$ cat src/rtl/pipe_hazard_ctrl.sv
// Pipeline hazard controller: turns per-stage stall/flush requests and a memory
// handshake into per-stage stall, flush and bubble controls, with stall/timeout stats.
module pipe_hazard_ctrl #(
  parameter int NSTAGE    = 5,
  parameter int MEM_STAGE = 3,
  parameter int TIMEOUT   = 16,
  parameter int CW        = 32
) (
  input  logic              clk,
  input  logic              rst,
  input  logic [NSTAGE-1:0] stall_req,
  input  logic [NSTAGE-1:0] flush_req,
  input  logic              mem_req,
  input  logic              mem_ack,
  input  logic              cnt_clr,
  output logic [NSTAGE-1:0] stall,
  output logic [NSTAGE-1:0] flush,
  output logic [NSTAGE-1:0] bubble,
  output logic              mem_busy,
  output logic              timeout_pulse,
  output logic              timeout_err,
  output logic [CW-1:0]     stall_cycles
);

  typedef enum logic [1:0] {IDLE, WAIT, ERR} state_t;

  localparam logic [7:0] WAIT_LAST = 8'(TIMEOUT - 1);

  state_t            state_q, state_d;
  logic [7:0]        wcnt_q, wcnt_d;
  logic [CW-1:0]     scnt_q, scnt_d;
  logic              err_q, err_d;
  logic              mem_wait;
  logic [NSTAGE-1:0] ustall;
  logic [NSTAGE-1:0] honoured;

  function automatic logic [CW-1:0] sat_inc(input logic [CW-1:0] v);
    return (v == {CW{1'b1}}) ? v : v + CW'(1);
  endfunction

  // Memory wait is suppressed while reset is held so the pipeline sees no stall.
  assign mem_wait = rst && (((state_q == IDLE) && mem_req && !mem_ack) || (state_q == WAIT));

  always_comb begin
    logic acc;
    acc    = 1'b0;
    ustall = '0;
    for (int j = NSTAGE - 1; j >= 0; j--) begin
      acc       = acc | stall_req[j];
      ustall[j] = acc | (mem_wait && (j <= MEM_STAGE));
    end
  end

  // A flush request from a stage that is itself frozen is ignored this cycle.
  assign honoured = flush_req & ~ustall;

  always_comb begin
    logic facc;
    facc  = 1'b0;
    flush = '0;
    for (int j = NSTAGE - 1; j >= 0; j--) begin
      flush[j] = facc;
      facc     = facc | honoured[j];
    end
  end

  assign stall = ustall & ~flush;

  always_comb begin
    bubble = '0;
    for (int j = 1; j < NSTAGE; j++) begin
      bubble[j] = stall[j-1] & ~stall[j] & ~flush[j];
    end
  end

  always_comb begin
    state_d = state_q;
    wcnt_d  = wcnt_q;
    unique case (state_q)
      IDLE: begin
        wcnt_d = '0;
        if (mem_req && !mem_ack) begin
          state_d = WAIT;
          wcnt_d  = 8'd1;
        end
      end
      WAIT: begin
        // Ack wins over a timeout landing in the same cycle.
        if (mem_ack) begin
          state_d = IDLE;
          wcnt_d  = '0;
        end else if (wcnt_q == WAIT_LAST) begin
          state_d = ERR;
          wcnt_d  = '0;
        end else begin
          wcnt_d = wcnt_q + 8'd1;
        end
      end
      ERR: begin
        state_d = IDLE;
        wcnt_d  = '0;
      end
      default: begin
        state_d = IDLE;
        wcnt_d  = '0;
      end
    endcase
  end

  always_comb begin
    scnt_d = scnt_q;
    err_d  = err_q;
    if (cnt_clr) begin
      scnt_d = '0;
      err_d  = 1'b0;
    end else begin
      if (stall[0]) scnt_d = sat_inc(scnt_q);
      if (state_d == ERR) err_d = 1'b1;
    end
  end

  always_ff @(posedge clk or negedge rst) begin
    if (!rst) begin
      state_q <= IDLE;
      wcnt_q  <= '0;
      scnt_q  <= '0;
      err_q   <= 1'b0;
    end else begin
      state_q <= state_d;
      wcnt_q  <= wcnt_d;
      scnt_q  <= scnt_d;
      err_q   <= err_d;
    end
  end

  assign mem_busy      = (state_q == WAIT);
  assign timeout_pulse = (state_q == ERR);
  assign timeout_err   = err_q;
  assign stall_cycles  = scnt_q;

endmodule

$ cat config.mk
export PLATFORM = sky130hd
export DESIGN_NAME = pipe_hazard_ctrl
export DESIGN_NICKNAME = d
export VERILOG_FILES = /design/src/rtl/pipe_hazard_ctrl.sv
export SDC_FILE = /design/constraint.sdc
export NUM_CORES = 1
export LEC_CHECK = 0
export CORE_ASPECT_RATIO = 1.75
export CORE_UTILIZATION = 65
export CTS_BUF_LIST = sky130_fd_sc_hd__clkbuf_8
export DETAILED_ROUTE_END_ITERATION = 8
export DONT_BUFFER_PORTS = 1
export GPL_ROUTABILITY_DRIVEN = 0
export PLACE_DENSITY = 0.87
export SLEW_MARGIN = 25
export SYNTH_ARGS = -nofsm -noshare
export SYNTH_HDL_FRONTEND = slang
export SYNTH_SLANG_ARGS = --single-unit
export TNS_END_PERCENT = 5
$ cat constraint.sdc
create_clock -name clk -period 2.7 [get_ports clk]
set_clock_uncertainty 0.15 [all_clocks]
set_input_delay 0.405 -clock clk [delete_from_list [all_inputs] [get_ports clk]]
set_output_delay 0.405 -clock clk [all_outputs]
set_load 0.02 [all_outputs]
==> metrics <==
layout cell share with drive strength beyond 1 12.42%; Final Cell Area 2828 µm²; Die ar. 4265 µm²; worst path bufs/invs 1; vias in the first global route 2,136; Post-CTS Resized 0; drt drc 0; core box area 3866 µm²; Synth top area share 41.41%; setup_tns 0 ns; nets 314; DRT Pass-1 Iters 4; CP Class reg2out; number of setup buffers added after CTS 0; status finished, final reports clean; FMAX 384.1 MHz; Placed Area 2693 µm²; worst hold path class in2reg; most frequent cells in the layout dfrtp_1, nor2_1, a21oi_1; Ys Warns 0; worst-margin pin slew 0.6122 ns; H-tree levels 2; element type at the critical path end output pin; routed len/inst 16.57 µm; worst vdd rail ir drop 426.7 µV; Max Cap Viol 0; initial antenna violation count 0; Root Driver clkbuf_8; Post-CTS Hold Fix Bufs 2; largest area contributor in the netlist dfrtp_1; Area contributors post-synth dfrtp_1, or4_1, o31ai_1; minimum clock period 2.603 ns; Req. time, crit path 2.14 ns; starting density of the core 67.22%; final WL 5.734 mm; die height 85.65 µm; Crit-path slowest cell dfrtp_1; delay-heaviest family, CP compound AO/OA/AOI/OAI gates; Syn Area/Cell 9.055 µm²; RSZ-0062 raised after global routing no; count of cell types in the netlist 45; via count 2,305; Core Rows 30; final-report hold violation count 0; critical path startpoint category register; post-synthesis sequential area ratio 41.41%; Synth Cell Area 2599 µm²; critical-path maximum fanout 7; Async SR Flop Fraction 100.0%; commonest non-fill, non-tap cell in the layout dfrtp_1; n_diodes 0; GRT overflow 0; Lkg Pwr 0.001138 µW; Area Growth Syn to Fin 8.811%; Pwr Density 416.7 nW/µm²; slowest stage delay, CP 0.45 ns; total clock sinks 43; period utilization 96.42%; largest net degree at the start of global routing 55; Most used DFF post-synth dfrtp_1; Die Wd 49.80 µm; Critical Path, Cell by Cell o211a_1 > or3_1 > o21ai_0 > nor3_1 > buf_4; WP data arrival 2.05 ns; Setup-failing EPs final 0; Detail Route Antenna Nets 0; number of enable flip-flop cells after synthesis 0; Slew headroom 58.87%; CTS buffer count 5; Vias per Instance 6.662; Iter 0 DRT Violations 45; Reg clk slew, reported paths 0.08 ns; first-pass GRT wire length 9.059 mm; Syn Inst Count 287; CTS tree done; Slew Viols, Final 0; clock buffer depth 2; HPWL after detailed placement 3.914 mm; overall routing resource usage 27.78%; PortBufs 0; IO Pins 65; Seq cells post-synth 43; Worst-Skew Late Latency 0.30 ns
==> worst paths after layout <==
check / cells after the start / from / endpoint / slack [ns]
hold reg to reg: 1 / state_q[1] / wcnt_q[0] / 0.38
setup / recovery: 5 / state_q[0] / bubble[1] / 0.1
hold / removal: 1 / cnt_clr / stall_cycles[3] / 0.02
min in group asynchronous: 2 / rst / wcnt_q[5] / 0.41
max in group asynchronous: 2 / rst / stall_cycles[25] / 1.78
setup reg to reg: 5 / stall_cycles[8] / stall_cycles[2] / 0.29
==> worst reg2reg max path: cells and delay by family, from the launching register on <==
| family | cells | cell delay, ns |
|---|---|---|
| AND/OR/NAND/NOR | 4 | 1.30 |
| multiplexers | 1 | 0.32 |
| flip-flops | 1 | 0.53 |
==> flip-flops by register name, summed over array words and instances, names as in the netlist <==
name,count
wcnt_q,8
state_q,2
stall_cycles,32
timeout_err,1
==> cells in the mapped netlist, types with 2 or more instances <==
master    count
a21oi_1      26
or3_1         3
nand3_1      21
nor2b_1      11
nor3_1       11
clkbuf_1      7
mux2_2        6
inv_1         5
o31ai_1      20
o21ai_0       4
xnor2_1       2
nand2_1      15
and3_1        5
nor2_1       29
nor4_1        7
xor2_1        3
nand4_1       7
and4_1        4
buf_2         4
or4_1        21
dfrtp_1      43
ha_1          2
nand2b_1      2
nand4b_1      2
mux2_1        3
buf_4         5
==> area by class of cell <==
type                            count  area, µm²
Tap cell                           48      60.06
Fill cell                         309       1039
Clock buffer                        5      68.82
Inverter                            5      18.77
Multi-Input combinational cell    223       1413
Sequential cell                    43       1076
Clock inverter                      3      16.27
Timing Repair Buffer               19      175.2
==> cell families (layout without fill, tap and decap cells) <==
logic type	Yosys count	after routing	share of synthesized area (%)
XOR/XNOR	5	5	1.685
adder cells (fa/ha/maj)	2	2	0.9628
buffers and inverters	22	32	4.382
flip-flops	43	43	41.41
AO/OA/AOI/OAI	57	57	14.88
AND/OR/NAND/NOR	147	147	32.26
other	1	2	0.1443
multiplexers	10	10	4.285
==> per-stage QoR <==
stage / hold slack (ns) / util (%) / setup slack (ns) / instances / power, µW
floorplan: -0.04059 / - / 0.09592 / 288 / 759.9
global placement: -0.03940 / 69.64 / 0.3693 / 334 / 767.1
detailed placement: -0.03959 / 69.64 / 0.3342 / 334 / 769.7
CTS: 0.003970 / 72.62 / 0.07049 / 344 / 1185
global route: 0.001323 / 73.14 / 0.007806 / 346 / 1219
finish: 0.01556 / 73.14 / 0.09679 / 346 / 1178
==> report_power, final <==
group	internal [µW]	switching, µW
Clock	177	226
Combinational	37.9	74.3
Sequential	649	13.3
Total	865	314
==> per-layer routing <==
metal | routed length [µm] | global-route usage [%]
met5 | 0 | 0
met3 | 285 | 7.092
met2 | 3246 | 51.11
met1 | 2079 | 27.70
met4 | 124 | 14.55
No activity file was read; power rests on OpenSTA's default activity.
